File: src/rtl/dma_wr_arb.sv
// dma_wr_arb: N-channel burst arbiter onto one DMA write port; DMA_ARB_RR_EN selects round-robin, else fixed priority.
// Latency: dma_wareq 1 clk after grant; beats pass combinationally from the granted lane; ch_done 1 clk after DMA idle.
// Backpressure: a beat moves only when dma_wvalid and ch_wvalid[g] are both high; either low stalls, source holds data.
module dma_wr_arb #(
    parameter int N_CH   = 4,
    parameter int DATA_W = 64,
    parameter int ADDR_W = 32,
    parameter int SIZE_W = 16,
    localparam int GW    = (N_CH > 1) ? $clog2(N_CH) : 1
) (
    input  logic                     clk_50M,
    input  logic                     dma_rst,
    input  logic [N_CH-1:0]          ch_req,
    input  logic [N_CH*ADDR_W-1:0]   ch_addr,
    input  logic [N_CH*SIZE_W-1:0]   ch_size,
    input  logic [N_CH*DATA_W-1:0]   ch_wdata,
    input  logic [N_CH-1:0]          ch_wvalid,
    output logic [N_CH-1:0]          ch_wready,
    output logic [N_CH-1:0]          ch_done,
    output logic [N_CH-1:0]          ch_err,
    output logic [ADDR_W-1:0]        dma_waddr,
    output logic [SIZE_W-1:0]        dma_wsize,
    output logic                     dma_wareq,
    input  logic                     dma_wbusy,
    output logic [DATA_W-1:0]        dma_wdata,
    input  logic                     dma_wvalid,
    output logic                     dma_wready,
    output logic [GW-1:0]            grant_id,
    output logic                     busy
);

    typedef enum logic [1:0] {IDLE, REQ, DATA, DRAIN} state_t;

    typedef struct packed {
        logic [ADDR_W-1:0] addr;
        logic [SIZE_W-1:0] size;
    } desc_t;

    localparam logic [N_CH-1:0] ONE_HOT = N_CH'(1);

    state_t             state_q, state_d;
    logic [SIZE_W-1:0]  cnt_q;
    logic [GW-1:0]      gnt_q;
    desc_t              desc_lane  [N_CH];
    logic [DATA_W-1:0]  wdata_lane [N_CH];
    desc_t              sel_desc;
    logic               arb_vld;
    logic [GW-1:0]      arb_idx;
    logic               size_zero;
    logic               in_data;
    logic               beat;
    logic               last_beat;

    for (genvar i = 0; i < N_CH; i++) begin : g_lane
        assign desc_lane[i].addr = ch_addr[i*ADDR_W +: ADDR_W];
        assign desc_lane[i].size = ch_size[i*SIZE_W +: SIZE_W];
        assign wdata_lane[i]     = ch_wdata[i*DATA_W +: DATA_W];
    end

`ifdef DMA_ARB_RR_EN
    logic [GW-1:0] ptr_q;
    int            rr_idx;

    // Scan candidates from the highest rotation offset down so the nearest one to ptr_q wins.
    always_comb begin
        arb_vld = 1'b0;
        arb_idx = '0;
        rr_idx  = 0;
        for (int k = N_CH - 1; k >= 0; k--) begin
            rr_idx = int'(ptr_q) + k;
            if (rr_idx >= N_CH) rr_idx = rr_idx - N_CH;
            if (ch_req[rr_idx]) begin
                arb_vld = 1'b1;
                arb_idx = GW'(rr_idx);
            end
        end
    end

    always_ff @(posedge clk_50M) begin
        if (dma_rst) begin
            ptr_q <= '0;
        end else if (state_q == IDLE && arb_vld) begin
            ptr_q <= (arb_idx == GW'(N_CH - 1)) ? '0 : arb_idx + GW'(1);
        end
    end
`else
    always_comb begin
        arb_vld = 1'b0;
        arb_idx = '0;
        for (int k = N_CH - 1; k >= 0; k--) begin
            if (ch_req[k]) begin
                arb_vld = 1'b1;
                arb_idx = GW'(k);
            end
        end
    end
`endif

    assign sel_desc  = desc_lane[arb_idx];
    assign size_zero = (sel_desc.size == '0);

    assign in_data    = (state_q == DATA);
    assign dma_wareq  = (state_q == REQ);
    assign busy       = (state_q != IDLE);
    assign grant_id   = gnt_q;
    assign dma_wready = in_data & ch_wvalid[gnt_q];
    assign ch_wready  = (in_data & dma_wvalid) ? (ONE_HOT << gnt_q) : '0;
    assign dma_wdata  = in_data ? wdata_lane[gnt_q] : '0;
    assign beat       = dma_wvalid & dma_wready;
    assign last_beat  = (cnt_q == dma_wsize - SIZE_W'(1));

    always_comb begin
        state_d = state_q;
        case (state_q)
            IDLE:    if (arb_vld && !size_zero) state_d = REQ;
            REQ:     if (dma_wbusy)             state_d = DATA;
            DATA:    if (beat && last_beat)     state_d = DRAIN;
            DRAIN:   if (!dma_wbusy)            state_d = IDLE;
            default:                            state_d = IDLE;
        endcase
    end

    // Zero-length requests are rejected without touching the registered burst fields.
    always_ff @(posedge clk_50M) begin
        if (dma_rst) begin
            state_q   <= IDLE;
            cnt_q     <= '0;
            gnt_q     <= '0;
            dma_waddr <= '0;
            dma_wsize <= '0;
            ch_done   <= '0;
            ch_err    <= '0;
        end else begin
            state_q <= state_d;
            ch_done <= '0;
            ch_err  <= '0;
            if (state_q == IDLE && arb_vld) begin
                if (size_zero) begin
                    ch_err <= ONE_HOT << arb_idx;
                end else begin
                    gnt_q     <= arb_idx;
                    dma_waddr <= sel_desc.addr;
                    dma_wsize <= sel_desc.size;
                end
            end
            if (beat) begin
                cnt_q <= last_beat ? '0 : cnt_q + SIZE_W'(1);
            end
            if (state_q == DRAIN && !dma_wbusy) begin
                ch_done <= ONE_HOT << gnt_q;
            end
        end
    end

endmodule

File: config.mk
export PLATFORM = sky130hd
export DESIGN_NAME = dma_wr_arb
export DESIGN_NICKNAME = d
export VERILOG_FILES = /design/src/rtl/dma_wr_arb.sv
export SDC_FILE = /design/constraint.sdc
export NUM_CORES = 1
export LEC_CHECK = 0
export CORE_AREA = 2 2 227 229
export DETAILED_ROUTE_END_ITERATION = 8
export DIE_AREA = 0 0 229 231
export PLACE_DENSITY = 0.38
export SYNTH_ARGS = -nofsm -noshare
export SYNTH_HDL_FRONTEND = slang
export SYNTH_SLANG_ARGS = --single-unit
File: constraint.sdc
create_clock -name clk_50M -period 3.6 [get_ports clk_50M]
set_input_delay 0.72 -clock clk_50M [delete_from_list [all_inputs] [get_ports clk_50M]]
set_output_delay 0.72 -clock clk_50M [all_outputs]
set_load 0.05 [all_outputs]
# Word-level counts from Yosys, hierarchy flattened
# Cells that the tools add are included.
# totals
word_cells	67
out_inout_bits	129
ff_bits	76
mem_count	0
inputBits	460
latchBits	0
ramBits	0
romBits	0
# op_classes
n_mul	0
muxes	24
n_reduce_logical	13
addsub	2
div_mod_pow	0
bitwise_logic	8
n_eq_ne	8
shift	2
magnitude_cmp	3
# op_table
op	n
$mux W64	3
$bmux W64 S2	1
$bmux W48 S2	1
$mux W48	2
$add A16 B1 Y16 const B	1
$eq A16 B16 Y1	1
$logic_not A16 Y1	1
$mux W16	1
$mux W2	8
$sub A16 B1 Y16 const B	1
$pmux W2 S4	1
$shl A1 B2 Y4 const A	2
$ge A3 B3 Y1 const B	2
$not A2 Y3	2
$mux W1	5
$eq A2 B2 Y1 const B	2
$logic_and A1 B1 Y1	4
$mux W4	1
$ne A2 B1 Y1 const B	2
$ne A2 B2 Y1 const B	2
$reduce_and A4 Y1	1
$and A1 B1 Y1	3
$lt A2 B3 Y1 const B	1
$not A1 Y1	3
8 further kinds	9

# Longest topological paths before layout
# Gate-level depths: netlist of the first run.
# depth
word_depth	13
depth_mapped	10

# Worst setup path before layout of the first run
# Ideal clock, no wire load.
# synth_timing
kind	register -> output
start	register gnt_q[0] (netlist: grant_id[0])
end	output port dma_wdata[0]
arrival_time_ns	2.293
path_buffers	2
t_required_ns	2.880
stages_incl_launch_ff	5
setup_slack_ns	0.587
path_cell_list	dfxtp_1 -> buf_2 -> buf_1 -> mux4_2 -> and2_1
# synth_between
elab_chain_len	5
# synth_rtl
item	line	source
start: declaration	43	logic [GW-1:0] gnt_q;
start signal: assignment	141	gnt_q <= arb_idx;
$not A2 Y3 (not written as such)	108	assign dma_wdata = in_data ? wdata_lane[gnt_q] : '0;
$bmux W64 S2	108	
$mux W64 (not written as such) (2 in series)	108	
$mux W64	108	
end: declaration	25	output logic [DATA_W-1:0] dma_wdata,
# No other way between the ends. The select of a mux whose other input is x is not followed.

# Worst setup path in the final report of the first run
# layout_timing
start	register gnt_q[0] (netlist: grant_id[0])
end	output port dma_wdata[51]
# Same word-level chain as after synthesis.

==> summary.txt, run 1 <==
Status
  • Status: complete, no violations

Floorplan
  • Initial core utilization: 13.4%
  • Ports: 589
  • Core Area: 50700 um2
  • Die area: 52900 um2
  • Die Y: roughly 230 um
  • Die width: 229 um
  • Row cnt: 83

Layout
  • Post-layout util: 27.7%
  • Non-filler instance count after layout: 1887
  • Area growth, synth to finish: 106%
  • Final nets: 1666
  • Ratio of cells with drive above 1 in the final layout: between 15 and 20%
  • Non-Filler Cell Area, Final: between 10000 and 15000 um2
  • Most frequent cells in the layout: clkdlybuf4s50_1, mux4_2, nor2_1
  • Commonest non-fill, non-tap cell in the layout: clkdlybuf4s50_1

Synthesis
  • Post-synth top area share: a little under two fifths
  • Sequential-to-total area share from yosys stat: 22.4%
  • Mapped Cells: 615
  • Yosys warnings: 0
  • Top post-synthesis cells by area: mux4_2, dfxtp_1, mux2i_1, and2_1, nor2_1
  • Post-Syn Area: 6810 um2
  • Yosys reg bits: 76
  • Synth Flop Type: dfxtp_1
  • Mapped Avg Cell Area: 11.1 um2
  • Ys async rst share: 0%
  • Distinct cells, synth: 54
  • Leading area contributor after synthesis: mux4_2
  • Post-synth EDFFs: 0
  • Syn_nets: 1082

Pwr
  • Cell Pwr Density: 441 nW/um2
  • Switching Share: 43.9%
  • Comb pwr share: 63.1%
  • VDD IR-drop max: 278 uV
  • P_sw: 2.71 mW
  • Flop pwr share: 19.8%
  • Clk network pwr share: between 10% and 20%
  • Tot Pwr: 6.19 mW
  • Leakage: between 5 and 6 nW
  • Internal power: 3.48 mW

Clock tree
  • CTS Buf Count: 9
  • Worst-path clk slew: 0.06 ns
  • Root Driver: clkbuf_16
  • CTS tree: yes
  • Htree depth: 3
  • # hold bufs at CTS: 0
  • Clk buf depth: 2
  • Skew-Pair Late Insertion Delay: approximately 0.35 ns
  • Post-CTS sizing: 0
  • Clock Sinks: 76

Place
  • Placer Congestion: 0.882
  • Pre-CTS WS: 0.0141 ns
  • Dpl cells: 1867
  • IO buf count: between 500 and 600
  • HPWL Detailed: 38300 um
  • Placed cell area: 13700 um2

STA
  • Final Cycle Share: approximately 94%
  • Final Hold Viols: 0
  • Worst-Margin Slew: between 0.7 and 0.8 ns
  • WHS: 0.494 ns
  • Final Setup Violations: 0
  • Worst slew margin: 52.8%
  • Min Tclk post-route: 3.37 ns
  • Achievable Freq: 297 MHz
  • Max-slew violation count: 0
  • Setup TNS Final: 0 ns
  • Clock Skew: 0.0123 ns
  • RSZ-0062 raised after global routing: false
  • PnR worst setup slack: 0.234 ns

Setup path
  • WP data arrival: 2.65 ns
  • Slowest CP cell: clkdlybuf4s50_1
  • CP Capture Type: primary output
  • Critical path cell sequence: buf_12 -> mux4_2 -> and2_1 -> clkdlybuf4s50_1
  • Critical Setup Path Class: register to primary output
  • Register-to-register setup slack: ~0.70 ns
  • Largest stage delay, worst path: 0.70 ns
  • Startpoint types: register
  • CP max FO: 13
  • CP required: 2.88 ns

Drt
  • WL/cell: 23.6 um
  • 1st-pass router iterations: 4
  • Antenna viol nets, final: 0
  • Initial DRC count: about 320
  • Vias per inst: 4.04
  • Via count: 7627
  • Detailed Route WL: 44500 um
  • # DRC: 0

Global route
  • Global-route wire length before repair: 61100 um
  • Met3 Use GR: about 4.5%
  • Total gr overflow: 0
  • Total global-route track usage: 16.0%
  • Antenna violations before repair: 5
  • Grt met1 use: between 15 and 20%
  • Vias in the first global route: between 8k and 9k
  • GR peak layer: met2
  • Largest net degree at the start of global routing: 38
  • Grt met2 use: 30.2%

Min path
  • Worst hold path type: register to register

Run
  • MaxCap Viol Count: 0
final timing paths:
path	endpoint	cells after the start	start
worst min-delay path	dma_waddr[21]	2	dma_waddr[21]
worst max register to register	state_q[1]	11	state_q[0]
worst max-delay path	dma_wdata[51]	4	grant_id[0]
worst min register to register	dma_waddr[21]	2	dma_waddr[21]
per-layer routing:
metal,part of all wire [%],vias up
li1,-,3525
met1,37,3693
met2,53,376
met3,7.2,29
met4,1.8,4
met5,0.061,-
sequential cells by signal, summed over array words and instances (netlist names):
signal and count:
grant_id 2, ch_err 4, ch_done 4, dma_wsize 16, dma_waddr 32, cnt_q 16, state_q 2
synth_stat cells, types with 2 or more instances:
master and n:
nor4_2 3, inv_1 7, nor4_1 10, a41oi_1 2, xnor2_1 8, nand4_1 7
o21ai_0 9, mux4_2 112, nand3b_1 2, buf_2 5, and3_1 5, a21oi_1 7
nor3b_1 3, buf_1 8, dfxtp_1 76, xor2_1 22, nor2_1 77, a31oi_1 5
or4_1 2, nand2b_1 7, mux2i_1 53, nand2_1 20, nand3_1 4, a221oi_1 2
mux2_2 2, ha_1 7, or3_1 7, nor3_1 7, clkbuf_1 36, and2_1 70
buf_6 6, o21ba_2 2
worst max-delay path, delay by kind of cell (launching register included):
kind                   cells  cell delay [ns]
flip-flops                 1             0.60
AND/OR/NAND/NOR            1             0.18
multiplexers               1             0.56
buffers and inverters      2             0.92
cell families (layout without fill, tap and decap cells):
family / Yosys count / after routing / share of synthesized area, %
other: 0 / 3 / 0
buffers and inverters: 62 / 651 / 4.17
multiplexers: 168 / 168 / 45.6
adder cells (fa/ha/maj): 7 / 7 / 1.29
AO/OA/AOI/OAI: 39 / 39 / 4.34
AND/OR/NAND/NOR: 233 / 233 / 18.4
flip-flops: 76 / 76 / 22.4
XOR/XNOR: 30 / 30 / 3.86
area by class of cell:
| class | instances | area [um2] |
|---|---|---|
| clock buffer | 13 | 282 |
| timing repair buffer | 628 | 6250 |
| sequential | 76 | 1530 |
| clock inverter | 3 | 65.1 |
| inverter | 7 | 26.3 |
| fill | 5435 | 36600 |
| antenna | 3 | 7.51 |
| multi-input combinational | 477 | 5030 |
| tap | 680 | 851 |
what timing repair did:
action	CTS	global route
setup buffers	0	1
hold endpoints to repair	0	0
endpoints found under the setup margin	0	5
power groups by stage:
stage	Clock [mW]	Combinational [mW]	Sequential (mW)
after floorplan	0	1.86	1.65
after detailed placement	0	3.93	1.26
after CTS	1.10	3.95	1.25
after global routing	1.13	4.14	1.26
after global placement	0	3.93	1.26
final	1.06	3.91	1.23
Note: power is estimated with default switching activity, not from simulation.
==> inputs of run 2 (changes only) <==
CELL_PAD_IN_SITES_DETAIL_PLACEMENT = 0   (was not set)
CELL_PAD_IN_SITES_GLOBAL_PLACEMENT = 1   (was not set)
CORE_AREA = 2 2 228 230   (was 2 2 227 229)
DIE_AREA = 0 0 230 232   (was 0 0 229 231)
MAX_ROUTING_LAYER = met4   (was not set)
PLACE_DENSITY = 0.51   (was 0.38)
==> run 2 against run 1 <==
  * Cell area down 0.65%
  * Highest routed layer is now met4
  * Clock-buffer cell count decreased by 1
  * Largest cell class unchanged
  * Maximum frequency decreased by 0.32%
==> summary.txt, run 2 (synthesis gave the netlist of run 1 again) <==
Layout
  • Reg area: 1530 um2
  • Ratio of cells with drive above 1 in the final layout: 17.2%
  • Post-layout util: roughly 27%
  • Final nets: 1662
  • Biggest register: dma_waddr
  • Fillers: 5349
  • Largest registers: dma_waddr: 32 flops, cnt_q: 16 flops, dma_wsize: 16 flops
  • Non-filler instance count after layout: 1880
  • Non-Filler Cell Area, Final: 13900 um2
  • Number of inserted diodes: 0
  • Most frequent cells in the layout: clkdlybuf4s50_1, mux4_2, nor2_1
  • Commonest non-fill, non-tap cell in the layout: clkdlybuf4s50_1
  • Multi-input combinational cell area: between 5000 and 6000 um2
  • Max reg flops: 32
  • Area growth, synth to finish: 105%

Global route
  • Antenna violations before repair: 0
  • Global-route wire length before repair: 60300 um
  • Total global-route track usage: 16.1%
  • Total gr overflow: 0
  • Vias in the first global route: 8122
  • Largest net degree at the start of global routing: 32

STA
  • RSZ-0062 raised after global routing: false
  • Min Tclk post-route: 3.38 ns
  • WHS: 0.493 ns
  • Worst-Margin Slew: 0.707 ns
  • Setup TNS Final: 0 ns
  • PnR worst setup slack: roughly 0.22 ns
  • Achievable Freq: 296 MHz
  • Clock Skew: 0.0101 ns
  • Final Hold Viols: 0
  • Final Setup Violations: 0
  • Max-slew violation count: 0
  • Worst slew margin: 52.7%
  • Final Cycle Share: 93.8%

Setup path
  • Worst r2r src: grant_id[0]
  • CP max FO: 14
  • WP data arrival: 2.66 ns
  • Register-to-register setup slack: 0.85 ns
  • Critical Setup Path Class: register to primary output
  • CP Capture Type: primary output
  • Startpoint types: register
  • CP required: 2.88 ns
  • R2R depth: 10
  • Critical Path End: dma_wdata[60]
  • Critical R2R Capture: state_q[0]
  • Crit. Startpoint: grant_id[0]

Place
  • IO buf count: 588
  • Dpl cells: 1864
  • Placed cell area: 13600 um2
  • Placer Congestion: around 0.86
  • Pre-CTS WS: around 0.06 ns
  • HPWL Detailed: about 38000 um

Pwr
  • Tot Pwr: 6.13 mW
  • Cell Pwr Density: 440 nW/um2
  • VDD IR-drop max: 186 uV
  • Leakage: 5.02 nW

Drt
  • WL/cell: 23.2 um
  • Via count: 7642
  • Initial DRC count: 379
  • # DRC: 0
  • 1st-pass router iterations: 4
  • Detailed Route WL: roughly 44000 um
  • Vias per inst: 4.06
  • Antenna viol nets, final: 0

Clock tree
  • Worst-path clk slew: roughly 0.060 ns
  • CTS Buf Count: 9
  • Root Driver: clkbuf_16
  • Clock Sinks: 76
  • Htree depth: 3
  • # hold bufs at CTS: 0
  • CTS tree: yes
  • Skew-Pair Late Insertion Delay: 0.35 ns
  • Post-CTS sizing: 0
  • Postcts setup bufs: 0
  • Clk buf depth: 2

Floorplan
  • Die width: 230 um
  • Row cnt: between 80 and 90
  • Initial core utilization: 13.4%
  • Die area: ~53000 um2
  • Core Area: 50900 um2
  • Ports: about 590
  • Die Y: 232 um

Min path
  • Hold Startpoint: dma_waddr[20]
  • Worst hold path type: register to register

Run
  • MaxCap Viol Count: 0

Status
  • Status: complete, no violations
==> run 2: worst min path at each step <==
stage	cells past startpoint	endpoint	slack, ns
after CTS	2	dma_waddr[20]	0.50
after global routing	2	dma_waddr[18]	0.52
after global placement	2	dma_waddr[28]	0.47
after floorplan	2	cnt_q[8]	0.48
final	2	dma_waddr[20]	0.49
after detailed placement	2	dma_waddr[18]	0.48
==> run 2: worst max-delay path, stage by stage (launching register included) <==
cell	delay [ns]
dfxtp_4	0.56
buf_4	0.30
mux4_2	0.54
and2_1	0.17
clkdlybuf4s50_1	0.70
==> run 2: cell type report <==
| type | count | area share [%] |
|---|---|---|
| Timing Repair Buffer | 624 | 44.4 |
| Multi-Input combinational cell | 477 | 36.1 |
| Sequential cell | 76 | 11.0 |
| Tap cell | 680 | 6.10 |
| Clock buffer | 12 | 1.77 |
| Clock inverter | 4 | 0.530 |
| Inverter | 7 | 0.189 |
==> run 2: per-layer routing <==
layer  global-route usage, %  vias to the layer above  routed length [um]
li1                        -                     3518                   -
met1                    17.3                     3692               16300
met2                    30.1                      415               23500
met3                    3.89                       17                3340
met4                    2.96                        0                 466
met5                       -                        -                   0
==> run 2: power breakdown <==
group	total (mW)	switching, mW	internal (mW)
Sequential	1.22	0.214	1.00
Combinational	3.90	2.12	1.78
Clock	1.01	0.383	0.627
Total	6.13	2.72	3.41
